**src/rtl/mc_if.sv**
```systemverilog
// Control/status bundle between the multicycle MIPS controller and its datapath.
// The controller uses the master modport; the datapath side uses slave.
interface mc_if;
    logic [5:0] op;
    logic [5:0] funct;
    logic       zero;
    logic       mem_ready;
    logic       mem_req;
    logic       iord;
    logic       memwrite;
    logic       irwrite;
    logic       pcen;
    logic       regdst;
    logic       memtoreg;
    logic       regwrite;
    logic       alusrca;
    logic [1:0] alusrcb;
    logic [1:0] pcsrc;
    logic [2:0] alucontrol;
    logic [3:0] state;
    logic       illegal_instr;
    logic       mem_timeout;

    modport master (
        input  op, funct, zero, mem_ready,
        output mem_req, iord, memwrite, irwrite, pcen, regdst, memtoreg, regwrite,
               alusrca, alusrcb, pcsrc, alucontrol, state, illegal_instr, mem_timeout
    );

    modport slave (
        output op, funct, zero, mem_ready,
        input  mem_req, iord, memwrite, irwrite, pcen, regdst, memtoreg, regwrite,
               alusrca, alusrcb, pcsrc, alucontrol, state, illegal_instr, mem_timeout
    );
endinterface

```
**src/rtl/mc_controller.sv**
```systemverilog
// Multicycle MIPS control FSM with memory wait-state handshake, watchdog and illegal-op report.
// Optional macro MC_BNE_EN adds bne (op 000101) through the BRANCH state.
module mc_controller #(
    parameter int WAIT_MAX = 15
) (
    input  logic clk,
    input  logic resetn,
    mc_if.master bus
);
    localparam int CW = (WAIT_MAX < 1) ? 1 : $clog2(WAIT_MAX + 1);
    localparam logic [CW-1:0] WAIT_LIM = CW'(WAIT_MAX);

    localparam logic [5:0] OP_RTYPE = 6'b000000;
    localparam logic [5:0] OP_LW    = 6'b100011;
    localparam logic [5:0] OP_SW    = 6'b101011;
    localparam logic [5:0] OP_BEQ   = 6'b000100;
    localparam logic [5:0] OP_BNE   = 6'b000101;
    localparam logic [5:0] OP_ADDI  = 6'b001000;
    localparam logic [5:0] OP_J     = 6'b000010;

    typedef enum logic [3:0] {
        S_IDLE   = 4'd0,  S_FETCH  = 4'd1,  S_DECODE = 4'd2,  S_MEMADR = 4'd3,
        S_MEMRD  = 4'd4,  S_MEMWB  = 4'd5,  S_MEMWR  = 4'd6,  S_EXEC   = 4'd7,
        S_ALUWB  = 4'd8,  S_BRANCH = 4'd9,  S_ADDIEX = 4'd10, S_ADDIWB = 4'd11,
        S_JUMP   = 4'd12
    } state_t;

    state_t        state_r, state_next_s;
    logic [CW-1:0] wait_cnt_r, wait_cnt_next_s;
    logic          in_mem_s, timeout_s;

    function automatic logic funct_legal(input logic [5:0] f);
        return (f == 6'b100000) || (f == 6'b100010) || (f == 6'b100100) ||
               (f == 6'b100101) || (f == 6'b101010);
    endfunction

    function automatic logic [2:0] funct_alu(input logic [5:0] f);
        case (f)
            6'b100010: return 3'b110;
            6'b100100: return 3'b000;
            6'b100101: return 3'b001;
            6'b101010: return 3'b111;
            default:   return 3'b010;
        endcase
    endfunction

    // State and watchdog registers
    always_ff @(posedge clk or negedge resetn) begin
        if (!resetn) begin
            state_r    <= S_IDLE;
            wait_cnt_r <= '0;
        end else begin
            state_r    <= state_next_s;
            wait_cnt_r <= wait_cnt_next_s;
        end
    end

    // Watchdog: counting only while stalled, so every exit from a memory state leaves it at zero
    always_comb begin
        in_mem_s  = (state_r == S_FETCH) || (state_r == S_MEMRD) || (state_r == S_MEMWR);
        timeout_s = in_mem_s && !bus.mem_ready && (wait_cnt_r == WAIT_LIM);
        if (in_mem_s && !bus.mem_ready && !timeout_s) begin
            wait_cnt_next_s = wait_cnt_r + {{(CW-1){1'b0}}, 1'b1};
        end else begin
            wait_cnt_next_s = '0;
        end
    end

    // Next-state and Moore outputs; irwrite/pcen gated by mem_ready/zero
    always_comb begin
        state_next_s      = S_IDLE;
        bus.mem_req       = 1'b0;
        bus.iord          = 1'b0;
        bus.memwrite      = 1'b0;
        bus.irwrite       = 1'b0;
        bus.pcen          = 1'b0;
        bus.regdst        = 1'b0;
        bus.memtoreg      = 1'b0;
        bus.regwrite      = 1'b0;
        bus.alusrca       = 1'b0;
        bus.alusrcb       = 2'b00;
        bus.pcsrc         = 2'b00;
        bus.alucontrol    = 3'b000;
        bus.illegal_instr = 1'b0;
        bus.mem_timeout   = timeout_s;
        bus.state         = state_r;
        case (state_r)
            S_IDLE: state_next_s = S_FETCH;
            S_FETCH: begin
                bus.mem_req    = 1'b1;
                bus.alusrcb    = 2'b01;
                bus.alucontrol = 3'b010;
                bus.irwrite    = bus.mem_ready;
                bus.pcen       = bus.mem_ready;
                if (bus.mem_ready) begin
                    state_next_s = S_DECODE;
                end else begin
                    state_next_s = S_FETCH;
                end
            end
            S_DECODE: begin
                bus.alusrcb    = 2'b11;
                bus.alucontrol = 3'b010;
                case (bus.op)
                    OP_LW, OP_SW: state_next_s = S_MEMADR;
                    OP_RTYPE: begin
                        if (funct_legal(bus.funct)) begin
                            state_next_s = S_EXEC;
                        end else begin
                            state_next_s      = S_FETCH;
                            bus.illegal_instr = 1'b1;
                        end
                    end
                    OP_BEQ:  state_next_s = S_BRANCH;
`ifdef MC_BNE_EN
                    OP_BNE:  state_next_s = S_BRANCH;
`endif
                    OP_ADDI: state_next_s = S_ADDIEX;
                    OP_J:    state_next_s = S_JUMP;
                    default: begin
                        state_next_s      = S_FETCH;
                        bus.illegal_instr = 1'b1;
                    end
                endcase
            end
            S_MEMADR: begin
                bus.alusrca    = 1'b1;
                bus.alusrcb    = 2'b10;
                bus.alucontrol = 3'b010;
                if (bus.op == OP_LW) begin
                    state_next_s = S_MEMRD;
                end else if (bus.op == OP_SW) begin
                    state_next_s = S_MEMWR;
                end else begin
                    state_next_s = S_FETCH;
                end
            end
            S_MEMRD: begin
                bus.mem_req = 1'b1;
                bus.iord    = 1'b1;
                if (bus.mem_ready) begin
                    state_next_s = S_MEMWB;
                end else if (timeout_s) begin
                    state_next_s = S_FETCH;
                end else begin
                    state_next_s = S_MEMRD;
                end
            end
            S_MEMWB: begin
                bus.regwrite = 1'b1;
                bus.memtoreg = 1'b1;
                state_next_s = S_FETCH;
            end
            S_MEMWR: begin
                bus.mem_req  = 1'b1;
                bus.iord     = 1'b1;
                bus.memwrite = 1'b1;
                if (bus.mem_ready || timeout_s) begin
                    state_next_s = S_FETCH;
                end else begin
                    state_next_s = S_MEMWR;
                end
            end
            S_EXEC: begin
                bus.alusrca    = 1'b1;
                bus.alucontrol = funct_alu(bus.funct);
                state_next_s   = S_ALUWB;
            end
            S_ALUWB: begin
                bus.regwrite = 1'b1;
                bus.regdst   = 1'b1;
                state_next_s = S_FETCH;
            end
            S_BRANCH: begin
                bus.alusrca    = 1'b1;
                bus.alucontrol = 3'b110;
                bus.pcsrc      = 2'b01;
`ifdef MC_BNE_EN
                if (bus.op == OP_BNE) begin
                    bus.pcen = ~bus.zero;
                end else begin
                    bus.pcen = bus.zero;
                end
`else
                bus.pcen = bus.zero;
`endif
                state_next_s = S_FETCH;
            end
            S_ADDIEX: begin
                bus.alusrca    = 1'b1;
                bus.alusrcb    = 2'b10;
                bus.alucontrol = 3'b010;
                state_next_s   = S_ADDIWB;
            end
            S_ADDIWB: begin
                bus.regwrite = 1'b1;
                state_next_s = S_FETCH;
            end
            S_JUMP: begin
                bus.pcsrc    = 2'b10;
                bus.pcen     = 1'b1;
                state_next_s = S_FETCH;
            end
            default: begin
                // unused codes: park in IDLE with everything quiet
                bus.mem_timeout = 1'b0;
                state_next_s    = S_IDLE;
            end
        endcase
    end
endmodule

```
**src/flat_wrapper.sv**
```systemverilog
// flat-port wrapper written by rule: the top's interface ports become plain ports
module mc_controller_flat 
#(
    parameter int WAIT_MAX = 15
)
  (clk, resetn, bus_op, bus_funct, bus_zero, bus_mem_ready, bus_mem_req, bus_iord, bus_memwrite, bus_irwrite, bus_pcen, bus_regdst, bus_memtoreg, bus_regwrite, bus_alusrca, bus_alusrcb, bus_pcsrc, bus_alucontrol, bus_state, bus_illegal_instr, bus_mem_timeout);
  mc_if bus_i ();
  input  logic clk;
  input  logic resetn;
  input wire logic [$bits(bus_i.op)-1:0] bus_op;
  input wire logic [$bits(bus_i.funct)-1:0] bus_funct;
  input wire logic [$bits(bus_i.zero)-1:0] bus_zero;
  input wire logic [$bits(bus_i.mem_ready)-1:0] bus_mem_ready;
  output wire logic [$bits(bus_i.mem_req)-1:0] bus_mem_req;
  output wire logic [$bits(bus_i.iord)-1:0] bus_iord;
  output wire logic [$bits(bus_i.memwrite)-1:0] bus_memwrite;
  output wire logic [$bits(bus_i.irwrite)-1:0] bus_irwrite;
  output wire logic [$bits(bus_i.pcen)-1:0] bus_pcen;
  output wire logic [$bits(bus_i.regdst)-1:0] bus_regdst;
  output wire logic [$bits(bus_i.memtoreg)-1:0] bus_memtoreg;
  output wire logic [$bits(bus_i.regwrite)-1:0] bus_regwrite;
  output wire logic [$bits(bus_i.alusrca)-1:0] bus_alusrca;
  output wire logic [$bits(bus_i.alusrcb)-1:0] bus_alusrcb;
  output wire logic [$bits(bus_i.pcsrc)-1:0] bus_pcsrc;
  output wire logic [$bits(bus_i.alucontrol)-1:0] bus_alucontrol;
  output wire logic [$bits(bus_i.state)-1:0] bus_state;
  output wire logic [$bits(bus_i.illegal_instr)-1:0] bus_illegal_instr;
  output wire logic [$bits(bus_i.mem_timeout)-1:0] bus_mem_timeout;
  assign bus_i.op = bus_op;
  assign bus_i.funct = bus_funct;
  assign bus_i.zero = bus_zero;
  assign bus_i.mem_ready = bus_mem_ready;
  assign bus_mem_req = bus_i.mem_req;
  assign bus_iord = bus_i.iord;
  assign bus_memwrite = bus_i.memwrite;
  assign bus_irwrite = bus_i.irwrite;
  assign bus_pcen = bus_i.pcen;
  assign bus_regdst = bus_i.regdst;
  assign bus_memtoreg = bus_i.memtoreg;
  assign bus_regwrite = bus_i.regwrite;
  assign bus_alusrca = bus_i.alusrca;
  assign bus_alusrcb = bus_i.alusrcb;
  assign bus_pcsrc = bus_i.pcsrc;
  assign bus_alucontrol = bus_i.alucontrol;
  assign bus_state = bus_i.state;
  assign bus_illegal_instr = bus_i.illegal_instr;
  assign bus_mem_timeout = bus_i.mem_timeout;
  mc_controller #(.WAIT_MAX(WAIT_MAX)) u_core (.clk(clk), .resetn(resetn), .bus(bus_i));
endmodule
```
**config.mk**
```make
export PLATFORM = sky130hd
export DESIGN_NAME = mc_controller_flat
export DESIGN_NICKNAME = d
export VERILOG_FILES = /design/src/rtl/mc_if.sv /design/src/rtl/mc_controller.sv /design/src/flat_wrapper.sv
export SDC_FILE = /design/constraint.sdc
export NUM_CORES = 1
export LEC_CHECK = 0
export CAP_MARGIN = 20
export CORE_MARGIN = 2
export CORE_UTILIZATION = 45
export CTS_CLUSTER_SIZE = 16
export DETAILED_ROUTE_END_ITERATION = 6
export GPL_TIMING_DRIVEN = 1
export PLACE_DENSITY_LB_ADDON = 0.12
export SLEW_MARGIN = 5
export SYNTH_ARGS = -nofsm -noshare
export SYNTH_HDL_FRONTEND = slang
export SYNTH_SLANG_ARGS = --single-unit
```
**constraint.sdc**
```tcl
create_clock -name clk -period 2.6 [get_ports clk]
set_input_delay 0.52 -clock clk [delete_from_list [all_inputs] [get_ports clk]]
set_output_delay 0.52 -clock clk [all_outputs]
set_load 0.03 [all_outputs]
```
== Word level (Yosys, flattened, before mapping) ==
Index checks and enable logic that the tools add are counted.
Storage, ports and cells
  register bits after elaboration: 8
  output and inout bits: 22
Operators by class
  $add $sub $neg: 1
  eq/ne operators: 23
  multiplexer cells: 27
  reductions and logical operators: 24
Operators by type and width (number)
  $eq 6x6->1 const B: 7
  $pmux 4 s8: 1
  $eq 4x4->1 const B: 6
  $pmux 4 s5: 1
  $eq 4x3->1 const B: 4
  $reduce_or 13->1: 1
  $mux 3: 4
  $mux 4: 3
  $pmux 3 s4: 1
  $mux 1: 11
  $pmux 3 s3: 1
  $eq 4x2->1 const B: 2
  $reduce_or 4->1: 2
  $logic_or 1x1->1: 7
  $eq 6x2->1 const B: 1
  $eq 6x3->1 const B: 1
  $eq 6x4->1 const B: 1
  $logic_not 6->1: 1
  $pmux 2 s3: 1
  $reduce_or 2->1: 3
  $reduce_or 3->1: 2
  $reduce_or 6->1: 1
  $reduce_or 5->1: 1
  $add 4x1->4 const B: 1
  8 further kinds: 11

== Longest topological paths before layout ==
  depth after elaboration: 8
  gate-level depth with buffers: 5
  depth with buffers taken out: 5

== Worst setup path before layout ==
Ideal clock, no wire load.
  path kind: reg2out
  start point: reg u_core.state_r[0], in the netlist u_core.bus.state[0]
  end point: out bus_alucontrol[0]
  data arrival time: 1.973 ns
  data required time: 2.080 ns
  slack: 0.107 ns
  cell stages (with the launch flop): 4
  cells stage by stage: dfrtp_1 clkbuf_1 nand2_1 nor4_1
On the way
  word-level cells in the longest chain between the ends: 3
  elaborated cells between the ends (all ways): 8
  classes of those cells: eq/ne (6); mux (1); reduce/logical (1)
Ends and longest elaborated chain
  from (decl): RTL line mc_controller.sv:28  | state_t state_r, state_next_s;
  from (signal assigned): RTL line mc_controller.sv:53  | state_r <= state_next_s;
  $eq 4x4->1 (tied with other cells): RTL line mc_controller.sv:87  | case (state_r)
  $reduce_or 4->1 (no source line)
  $pmux 3 s3 *: RTL line mc_controller.sv:87
  to (decl): RTL line flat_wrapper.sv:25  | output wire logic [$bits(bus_i.alucontrol)-1:0] bus_alucontrol;
Mark *: on every way between the ends. The rest lies on a longest branch, timed or not.

== Final worst setup path ==
  start point: reg u_core.state_r[3], in the netlist u_core.bus.state[3]
  end point: out bus_regwrite
On the way
  word-level cells in the longest chain between the ends: 3
  elaborated cells between the ends (all ways): 5
  classes of those cells: eq/ne (3); mux (1); reduce/logical (1)
Ends and longest elaborated chain
  $eq 4x3->1 / $eq 4x4->1 (equally long branches): RTL line mc_controller.sv:87
  $reduce_or 3->1 (no source line) *
  $mux 1 *: RTL line mc_controller.sv:87
  to (decl): RTL line flat_wrapper.sv:21  | output wire logic [$bits(bus_i.regwrite)-1:0] bus_regwrite;
Marked as above.

==> impl_results.md <==
* Top Ports at 38
* Static Leak at 0.6310 nW
* Post-synth top flop: dfrtp_1
* Num CTS Buffers at 3
* GPL Wtd Cong at 0.8470
* Synth Area in Compound Gates at 28.18%
* Worst vdd ir at 537.4 uV
* Skew final at 0.002688 ns
* Worst Setup End Kind: primary output
* Mapped Cells at 118
* Drt wl/cell at 12.39 um
* Synth async-reset ratio at 100.0%
* First DRT Iteration DRCs at 39
* Initial antenna violation count at 0
* Worst skew pair latency at 0.25 ns
* Total chip power at 0.8689 mW
* CTS Root Buffer Type: clkbuf_4
* Vias in the first global route at 958
* Slew @ Worst Pin at 0.3983 ns
* Distinct cells, synth at 45
* Final setup viols at 0
* Critical-path maximum fanout at 13
* Reg clk slew, reported paths at 0.05 ns
* Core Area at 1922 um^2
* Req. time, crit path at 2.08 ns
* Status: completed
* WP data arrival at 1.99 ns
* Initial Util at 47.14%
* DR pass1 iterations at 4
* Final period utilization at 96.57%
* Die Ht at 48.87 um
* DRC errors left at 0
* Final hold slack at 0.4747 ns
* Num rows at 16
* Critical Path Source Type: flop
* CTS HTree Levels at 1
* Port Buffers at 37
* Hold WC Path Type: flop to flop
* Max Root-Sink Buffers at 2
* PwrDens at 605.5 nW/um^2
* Worst Setup Path Type: flop to primary output
* Syn Nets at 135
* MaxCap Viol Count at 0
* Fin area at 1435 um^2
* Tot GR Track Use at 20.70%
* Slew headroom at 73.44%
* Layout cell share with drive strength beyond 1 at 23.67%
* Die W at 48.87 um
* Dominant combinational cell family by area after synthesis: simple AND/OR/NAND/NOR gates
* NumNets Final at 188
* Maximum clock rate at 398.3 MHz
* Syn avg cell area at 7.677 um^2
* Cell Area, Synth at 905.9 um^2
* Global-route wire length before repair at 4029 um
* Final min period at 2.511 ns
* Yosys warning count at 0
* #FFs+latches synth at 8
* Largest net degree at the start of global routing at 18
* CTS tree: built
* Via-to-Cell Ratio at 5.622
* Unrepaired setup endpoints after global routing: no
* Final hold vios at 0
* Portion of netlist area occupied by mux cells at 2.348%
* ANT nets after route at 0
* GRT Residual Overflow at 0
* DIE AREA at 2388 um^2
* Diode count at 0
* Post-Synth Adder-Cell Area at 2.624%
* Synth Area in Simple Gates at 34.67%
* Sequential area share after synthesis at 22.10%
* Total number of vias at 1102
* Most frequent cells in the layout: clkdlybuf4s50_1 (25), buf_4 (25), nor2_1 (18)
* Sink Count at 8
* Post-DP HPWL at 2001 um
* Final WL at 2428 um
* P&R area growth vs syn at 58.43%
* Setup TNS Final at 0 ns
* Post-synth EDFFs at 0
* Placed cell area at 1395 um^2
* Slew Viols, Final at 0
* XOR/XNOR share of the synthesized area at 3.867%
## worst max-delay path: stages, from the launching register on
cell,delay (ns)
dfrtp_1,0.52
nand2b_1,0.33
o22ai_1,0.21
clkdlybuf4s50_1,0.69
## flip-flops by register name, summed over array words and instances, names as in the netlist
name               cells
u_core.wait_cnt_r      4
u_core.bus.state       4
## synthesized netlist by cell type, types with 2 or more instances
| master | count | area, um^2 |
|---|---|---|
| a21oi_1 | 5 | 25.02 |
| a211o_1 | 2 | 17.52 |
| nor2_1 | 18 | 67.56 |
| a31oi_1 | 2 | 12.51 |
| clkbuf_1 | 6 | 22.52 |
| dfrtp_1 | 8 | 200.2 |
| o22ai_1 | 2 | 12.51 |
| xor2_1 | 3 | 26.28 |
| nand2_1 | 5 | 18.77 |
| nand2b_1 | 7 | 43.79 |
| buf_6 | 2 | 22.52 |
| inv_1 | 3 | 11.26 |
| nand3_1 | 5 | 25.02 |
| nor3_1 | 6 | 30.03 |
| nor2b_1 | 7 | 43.79 |
| o211ai_1 | 4 | 30.03 |
| o21ai_1 | 2 | 10.01 |
| o2bb2ai_1 | 2 | 17.52 |
| o41ai_1 | 2 | 17.52 |
| o21ai_0 | 2 | 10.01 |
## where the power goes
group | leakage [nW] | switching [mW] | internal (mW) | total (mW)
registers | 0.105 | 0.0445 | 0.147 | 0.191
logic | 0.512 | 0.330 | 0.258 | 0.588
clock network | 0.0138 | 0.0376 | 0.0525 | 0.0901
## per-layer routing
layer / global-route usage [%] / vias up / wire (um)
li1: - / 543 / -
met1: 24.95 / 521 / 993
met2: 38.58 / 38 / 1310
met3: 1.227 / 0 / 123
met4: 7.143 / 0 / 0
met5: 0 / - / 0
## kinds of logic (layout without fill, tap and decap cells)
| family | count (synthesis) | count (layout) |
|---|---|---|
| AO/OA/AOI/OAI | 32 | 32 |
| XOR/XNOR | 4 | 4 |
| adder cells (fa/ha/maj) | 2 | 2 |
| buffers and inverters | 11 | 62 |
| flip-flops | 8 | 8 |
| multiplexers | 2 | 2 |
| AND/OR/NAND/NOR | 59 | 59 |
## path summary, 6_finish.rpt
check	startpoint	to	slack, ns	cells past startpoint
max	u_core.bus.state[3]	bus_regwrite	0.09	3
min	u_core.wait_cnt_r[0]	u_core.wait_cnt_r[0]	0.47	1
max reg2reg	u_core.bus.state[3]	u_core.bus.state[1]	1.03	5
min reg2reg	u_core.wait_cnt_r[0]	u_core.wait_cnt_r[0]	0.47	1
max in group asynchronous	resetn	u_core.bus.state[2]	1.79	1
min in group asynchronous	resetn	u_core.bus.state[3]	0.54	1
## stage by stage
step           setup WS [ns]  instances  util, %
2_1_floorplan         0.1065        118        -
3_3_place_gp         -0.3611        193    72.59
3_5_place_dp         -0.3657        193    72.59
4_1_cts              0.01342        196    73.76
5_1_grt            0.0007288        196    74.67
6_report             0.08923        196    74.67
## what timing repair did
action,4_1_cts,5_1_grt
pin swaps,1,2
gates cloned,0,0
resized for setup,10,11
endpoints found under the setup margin,4,9
setup buffers,0,0
hold buffers,0,0
## final cells by class
| cell class | instances | area [um^2] |
|---|---|---|
| timing repair buffer | 56 | 501.7 |
| sequential | 8 | 201.4 |
| fill | 171 | 486.7 |
| multi-input combinational | 99 | 664.4 |
| clock buffer | 3 | 22.52 |
| inverter | 3 | 11.26 |
| tap | 27 | 33.78 |
(Power assumes the default switching activity.)
